### config.mk
export PLATFORM = sky130hd
export DESIGN_NAME = cuenta_unos_param
export DESIGN_NICKNAME = d
export VERILOG_FILES = /design/src/rtl/cuenta_unos_param.sv
export SDC_FILE = /design/constraint.sdc
export NUM_CORES = 1
export LEC_CHECK = 0
export ABC_CLOCK_PERIOD_IN_PS = 4200
export CAP_MARGIN = 20
export CORE_MARGIN = 1
export CORE_UTILIZATION = 35
export DETAILED_ROUTE_END_ITERATION = 10
export PLACE_DENSITY = 0.64
export SYNTH_ARGS = -nofsm -noshare
export SYNTH_HDL_FRONTEND = slang
export SYNTH_SLANG_ARGS = --single-unit
### constraint.sdc
create_clock -name clk -period 4.2 [get_ports clk]
set_clock_uncertainty 0.1 [all_clocks]
set_input_delay 0.84 -clock clk [delete_from_list [all_inputs] [get_ports clk]]
set_output_delay 0.84 -clock clk [all_outputs]
set_load 0.02 [all_outputs]
### src/rtl/cuenta_unos_param.sv
// Serial bit-population counter.
// A start loads an N-bit operand. The unit then examines one bit per clock and counts the
// 1 bits (modo=0) or the 0 bits (modo=1). fin is raised once the count is final.
// A new start is accepted in IDLE or DONE. Reset is synchronous, active-high, and overrides start.
module cuenta_unos_param #(
  parameter int unsigned N  = 8,
  parameter int unsigned CW = $clog2(N + 1)
) (
  input  logic          clk,
  input  logic          reset,
  input  logic          start,
  input  logic [N-1:0]  Valor,
  input  logic          modo,
  output logic [CW-1:0] Cuenta,
  output logic          fin,
  output logic          ocupado
);

  localparam int unsigned IW = (N > 2) ? $clog2(N) : 1;
  localparam logic [IW-1:0] IdxLast = IW'(N - 1);

  typedef enum logic [1:0] {StIdle, StShift, StDone} state_e;

  state_e        state_q, state_d;
  logic [N-1:0]  sh_q, sh_d;
  logic          m_q, m_d;
  logic [CW-1:0] cuenta_q, cuenta_d;
  logic [IW-1:0] idx_q, idx_d;

  // Next-state logic: load on an accepted start, then shift one bit per cycle for N cycles.
  always_comb begin
    state_d  = state_q;
    sh_d     = sh_q;
    m_d      = m_q;
    cuenta_d = cuenta_q;
    idx_d    = idx_q;
    case (state_q)
      StIdle, StDone: begin
        if (start) begin
          sh_d     = Valor;
          m_d      = modo;
          cuenta_d = '0;
          idx_d    = '0;
          state_d  = StShift;
        end
      end
      StShift: begin
        // In zero-count mode, m_q=1 inverts the tested bit.
        if (sh_q[0] ^ m_q) begin
          cuenta_d = cuenta_q + CW'(1);
        end
        sh_d  = sh_q >> 1;
        idx_d = idx_q + IW'(1);
        if (idx_q == IdxLast) begin
          state_d = StDone;
        end
      end
      default: state_d = StIdle;
    endcase
  end

  // State registers with synchronous reset; reset discards any partial count.
  always_ff @(posedge clk) begin
    if (reset) begin
      state_q  <= StIdle;
      sh_q     <= '0;
      m_q      <= 1'b0;
      cuenta_q <= '0;
      idx_q    <= '0;
    end else begin
      state_q  <= state_d;
      sh_q     <= sh_d;
      m_q      <= m_d;
      cuenta_q <= cuenta_d;
      idx_q    <= idx_d;
    end
  end

  assign Cuenta  = cuenta_q;
  assign fin     = (state_q == StDone);
  assign ocupado = (state_q == StShift);

endmodule

==> results of run 1 <==
## worst min-delay path: cells and delay by family (launching register included)
kind | cells | cell delay, ps
compound gates | 1 | 50
flops | 1 | 330
simple gates | 1 | 50
## per-layer routing
metal / share of wire / track usage
met1: 0.50 / 0.1822
met2: 0.47 / 0.2067
met3: 0.027 / 0.03030
met4: 0.0077 / 0.07143
met5: 0 / 0
## sequential cells by signal (all words and copies together) (netlist names)
signal and cells:
sh_q 8, Cuenta 4, idx_q 3, state_q 2, m_q 1
## through the flow
| step | utilization | setup slack (ps) | hold WS, ps | total power [W] |
|---|---|---|---|---|
| detailed placement | 0.4466 | 1417 | 363.1 | 0.0002434 |
| finish | 0.4632 | 1069 | 375.7 | 0.0003463 |
| floorplan | - | 2500 | 348.3 | 0.0002261 |
| CTS | 0.4632 | 1062 | 378.1 | 0.0003522 |
| global route | 0.4632 | 896.8 | 392.0 | 0.0003659 |
| global placement | 0.4466 | 1414 | 358.0 | 0.0002427 |
## final cells by class
type                       instances  area [sq um]
fill                             215          1176
multi-input combinational         69         401.6
sequential                        18         360.3
timing repair buffer              17         170.2
clock buffer                       4         36.28
tap                               28         35.03
inverter                           3         11.26
## cells by family after synthesis
group / after synthesis / share of synthesized area
simple gates: 43 / 0.2477
compound gates: 22 / 0.1892
flops: 18 / 0.4431
buf+inv: 11 / 0.06308
fa+ha+maj: 3 / 0.04616
xor+xnor: 1 / 0.01077
## power by group
group / switching, W / internal (W)
combinational: 0.0000288 / 0.0000235
sequential: 0.00000628 / 0.000181
clock: 0.0000540 / 0.0000528
total: 0.0000891 / 0.000257
## worst paths after layout
path          endpoint  slack, ps  cells after the start
min reg2reg        m_q        380                      2
max reg2reg  Cuenta[3]       2320                      3
max            ocupado       1070                      3
min                m_q        380                      2
## cells in the final DEF (no fill, tap or decap), types with 2 or more instances in the layout
cell and n:
a21oi_1 8, or4_1 2, nand2b_1 3, clkbuf_4 3, dfxtp_1 18, nor2_1 9
clkdlybuf4s50_1 17, o211ai_1 3, nand3_1 6, nand2_1 19, a311oi_1 7, and2b_1 2
ha_1 3, inv_1 3
==> key figures, run 1 <==
Run status
  – Status: completed

Die
  – # IOs: 18
  – Area of the core: ~2200 sq um
  – Starting Density: 0.3712
  – Die area: 2521 sq um
  – # rows: 17
  – Die X: approximately 50 microns
  – Die height: roughly 50 microns

Synthesis
  – Mapped cell area: 813.3 sq um
  – Most used DFF post-synth: dfxtp_1
  – Post-synth cell types: 22
  – Synth warnings: 0
  – Synth area leaders: dfxtp_1 44%, nand2_1 8.8%, a311oi_1 7.5%
  – Synth cell count leaders: 19 x nand2_1, 18 x dfxtp_1, 9 x nor2_1
  – Sequential share of the synthesized area: 0.4431
  – Synth area leader: dfxtp_1
  – Flops & latches, synth: 18
  – Synth async-reset ratio: 0
  – Post-Syn Nets: 113
  – Top-area cell type share of the netlist area: 0.4431
  – Synth Instances: 98
  – Synthesized area per cell: 8.299 sq um
  – Most frequent cell after synthesis: nand2_1
  – Number of synthesized flops with an enable pin: 0

Placement
  – Post-DP HPWL: roughly 1.1 mm
  – Port Buffers: 17
  – Placed insts: 135
  – Post-DP Area: 978.4 sq um
  – GPL Wtd Cong: about 0.7

Setup path
  – Crit-path cells: nand2b_1 > inv_1 > clkdlybuf4s50_1
  – Critical path endpoint category: primary output
  – Worst setup path class: flip-flop to primary output
  – FF-to-FF Start: state_q[1]
  – Critical path buffer and inverter count: 2
  – Critical Path RT: 3260 ps
  – CP max FO: 27
  – CP max stage delay: 680 ps
  – Arr. time, crit path: ~2200 ps
  – Master of the slowest instance on the critical path: nand2b_1
  – Startpoint type of the worst setup path: flip-flop
  – Critical path startpoint: state_q[1]
  – CP top delay family: buffers and inverters

Timing
  – Final period util: 0.7454
  – Tightest Pin Transition: 872.1 ps
  – Fin. Hold Viols: 0
  – Max_slew headroom: 0.4186
  – Setup_tns: 0 ps
  – Min Tclk post-route: 3131 ps
  – Upper clock frequency limit: 319.4 MHz
  – Unrepaired setup endpoints after global routing: no
  – Max Slew Vio Count: 0
  – Setup-failing EPs final: 0

Routing
  – Vias per cell: 5.158
  – # DRC: 0
  – Antenna-violating nets left: 0
  – WL/cell: between 10 and 15 microns
  – Total wire length: 1.556 mm
  – Via Count: 717
  – First DRT Iteration DRCs: 9
  – Drt pass-1 iters: 4

CTS
  – CTS tree: done
  – Clock root buffer: clkbuf_4
  – Total CTS buffers: 3
  – Clock transition at the registers of the reported paths: approximately 100 ps
  – Clk_lat worst skew: 290 ps
  – Clock Path Buffers: 2
  – Post-CTS setup buffer count: 0
  – # resized after CTS: 0
  – Hold Buf Count CTS: 0
  – Clock sink total: 18
  – Number of H-tree levels: 1

GRT
  – First-pass GRT wire length: 2.601 mm
  – Aggregate global routing overflow: 0
  – Initial antenna violation count: 0
  – Total track usage: 0.1376
  – Vias in the first global route: 598
  – Largest net degree at the start of global routing: 28

Layout
  – P&R area growth vs syn: 24.77%
  – Share of cells above drive strength 1: 0.03604
  – Ant. Diodes: 0
  – NumNets Final: 127
  – Fin area: slightly above 1000 sq um
  – Finished Layout Cells: 139

Flow run
  – Max-cap violations: 0

Power and ir drop
  – Worst vdd ir: 0.0001650 V
  – P_leak: 0.3761 nW
  – Pwr/cell area: 341.3 nW/um^2

Hold path
  – Min-delay src: m_q
  – Worst Hold Class: flip-flop to flip-flop
Note: power is estimated with default switching activity, not from simulation.
==> run 2: changes to the inputs <==
--- a/config.mk
+++ b/config.mk
@@ -5,7 +5,7 @@
 export SDC_FILE = /design/constraint.sdc
 export NUM_CORES = 1
 export LEC_CHECK = 0
-export ABC_CLOCK_PERIOD_IN_PS = 4200
+export ABC_CLOCK_PERIOD_IN_PS = 3000
 export CAP_MARGIN = 20
 export CORE_MARGIN = 1
 export CORE_UTILIZATION = 35
==> constraint.sdc (replaced) <==
create_clock -name clk -period 3 [get_ports clk]
set_clock_uncertainty 0.1 [all_clocks]
set_input_delay 0.6 -clock clk [delete_from_list [all_inputs] [get_ports clk]]
set_output_delay 0.6 -clock clk [all_outputs]
set_load 0.02 [all_outputs]
==> run 2 against run 1 <==
  * Cell count rose by 0.72%
  * Sequential share of layout area fell by 0.26 points
  * Via count rose by 0.56%
  * Hold slack got worse by 3.4 ps
  * Routed wire length rose by 1.9%
  * Critical endpoint unchanged
  * Core utilization rose by 0.34 points
  * First-iteration DRC count did not move
  * Clock-buffer cell count did not move
  * Critical path type unchanged
  * Combinational power rose by 42%
  * Register-to-register slack got worse by 860 ps
  * Clock power rose by 38%
  * Sequential power rose by 40%
==> key figures, run 2 (synthesized netlist as in run 1, its figures left out) <==
Run status
  – Status: completed

Setup path
  – Master of the slowest instance on the critical path: clkdlybuf4s50_1
  – Arr. time, crit path: 1570 ps
  – Critical path endpoint category: primary output
  – Critical Path RT: between 2000 and 2500 ps
  – CP max stage delay: 640 ps
  – Crit-path cells: nand2b_1 > inv_1 > clkdlybuf4s50_1
  – Startpoint type of the worst setup path: flip-flop
  – Worst setup path class: flip-flop to primary output
  – CP max FO: 6

Timing
  – Upper clock frequency limit: 439.7 MHz
  – Tightest Pin Transition: 671.0 ps
  – Setup-failing EPs final: 0
  – Unrepaired setup endpoints after global routing: no
  – Final period util: 0.7580
  – Min Tclk post-route: 2274 ps
  – Fin. Hold Viols: 0
  – Max_slew headroom: 0.5513
  – Setup_tns: 0 ps
  – Max Slew Vio Count: 0

Die
  – Die X: 50.21 microns
  – Starting Density: 0.3712
  – Die area: approximately 2500 sq um
  – Die height: 50.21 microns
  – # IOs: 18
  – # rows: 17
  – Area of the core: ~2200 sq um

Layout
  – P&R area growth vs syn: 25.69%
  – Leading cell types in the layout, fill and taps excluded: 19 x nand2_1, 18 x dfxtp_1, 17 x clkdlybuf4s50_1
  – Fillers: 233
  – Number of flip-flops in the largest register: 8
  – NumNets Final: 128
  – Most common cell after layout, fill and taps aside: nand2_1
  – Share of cells above drive strength 1: 0.04464
  – Ant. Diodes: 0
  – Top reg by flops: sh_q
  – Finished Layout Cells: between 100 and 150

Routing
  – Met3 Routed Length: 39 microns
  – Uppermost layer routed: met4
  – WL met2: 774 microns
  – Drt pass-1 iters: 3
  – WL/cell: 11.32 microns
  – Antenna-violating nets left: 0
  – Total wire length: around 1.6 mm
  – Via Count: 721
  – Vias per cell: 5.150
  – Wl on met1: 756 microns
  – # DRC: 0
  – First DRT Iteration DRCs: 9

CTS
  – Total CTS buffers: 3
  – Number of H-tree levels: 1
  – Clock transition at the registers of the reported paths: 100 ps
  – Clock Path Buffers: 2
  – Clk_lat worst skew: 290 ps
  – Clock sink total: 18
  – Post-CTS setup buffer count: 0
  – Hold Buf Count CTS: 0
  – # resized after CTS: 0
  – Clock root buffer: clkbuf_4
  – CTS tree: done

GRT
  – Aggregate global routing overflow: 0
  – Total track usage: 0.1424
  – Initial antenna violation count: 0
  – Vias in the first global route: 658
  – Largest net degree at the start of global routing: 27
  – First-pass GRT wire length: 2.766 mm

Flow run
  – Max-cap violations: 0

Power and ir drop
  – Pwr/cell area: between 400 and 500 nW/um^2
  – Power, Total: 0.0004841 W
  – Worst vdd ir: 0.0002666 V
  – P_leak: 0.3806 nW

Placement
  – Placed insts: 136
  – Port Buffers: 17
  – GPL Wtd Cong: 0.7386
  – Post-DP HPWL: 1.051 mm

Hold path
  – Worst Hold Class: flip-flop to flip-flop
## run 2: changes by cell type in the layout (fill, tap and decap cells not counted)
cell   delta
buf_4     +1
## run 2: layer usage
| metal | vias to the layer above | GRT usage |
|---|---|---|
| met5 | - | 0 |
| met4 | 0 | 0.06667 |
| met3 | 2 | 0.02727 |
| met2 | 8 | 0.2356 |
| met1 | 336 | 0.1760 |
| li1 | 375 | - |
## run 2: power by group
| part | internal, W | total [W] | leakage [nW] | switching [W] |
|---|---|---|---|---|
| clock | 0.0000738 | 0.000148 | 0.0210 | 0.0000737 |
| combinational | 0.0000340 | 0.0000744 | 0.212 | 0.0000404 |
| sequential | 0.000253 | 0.000262 | 0.147 | 0.00000877 |
| total | 0.000361 | 0.000484 | 0.381 | 0.000123 |
## run 2: final timing paths
kind                                 start         to  slack, ps  depth (start not counted)
worst max register to register  state_q[1]  Cuenta[3]       1460                          4
worst max-delay path            state_q[1]    ocupado        730                          3
worst min register to register         m_q        m_q        370                          2
worst min-delay path                   m_q        m_q        370                          2
## run 2: cell type report
| class | count | area, sq um | share of cell area |
|---|---|---|---|
| clock buffer | 4 | 36.28 | 0.03550 |
| timing repair buffer | 18 | 177.7 | 0.1738 |
| sequential | 18 | 360.3 | 0.3525 |
| multi-input combinational | 69 | 401.6 | 0.3929 |
| inverter | 3 | 11.26 | 0.01102 |
| tap | 28 | 35.03 | 0.03427 |
## run 2: critical path: cells and delay by family, from the launching register on
kind,cells,cell delay [ps]
simple gates,1,150
flops,1,330
buf+inv,2,810
## run 2: per-stage QoR
| step | hold WS [ps] | setup WS, ps | utilization | area, sq um |
|---|---|---|---|---|
| after global placement | 359.3 | 922.0 | 0.4500 | 985.9 |
| final | 372.2 | 725.9 | 0.4666 | 1022 |
| after CTS | 378.9 | 709.5 | 0.4666 | 1022 |
| after global routing | 398.3 | 625.4 | 0.4666 | 1022 |
| after detailed placement | 363.2 | 865.9 | 0.4500 | 985.9 |
| after floorplan | 348.3 | 1528 | - | 813.3 |
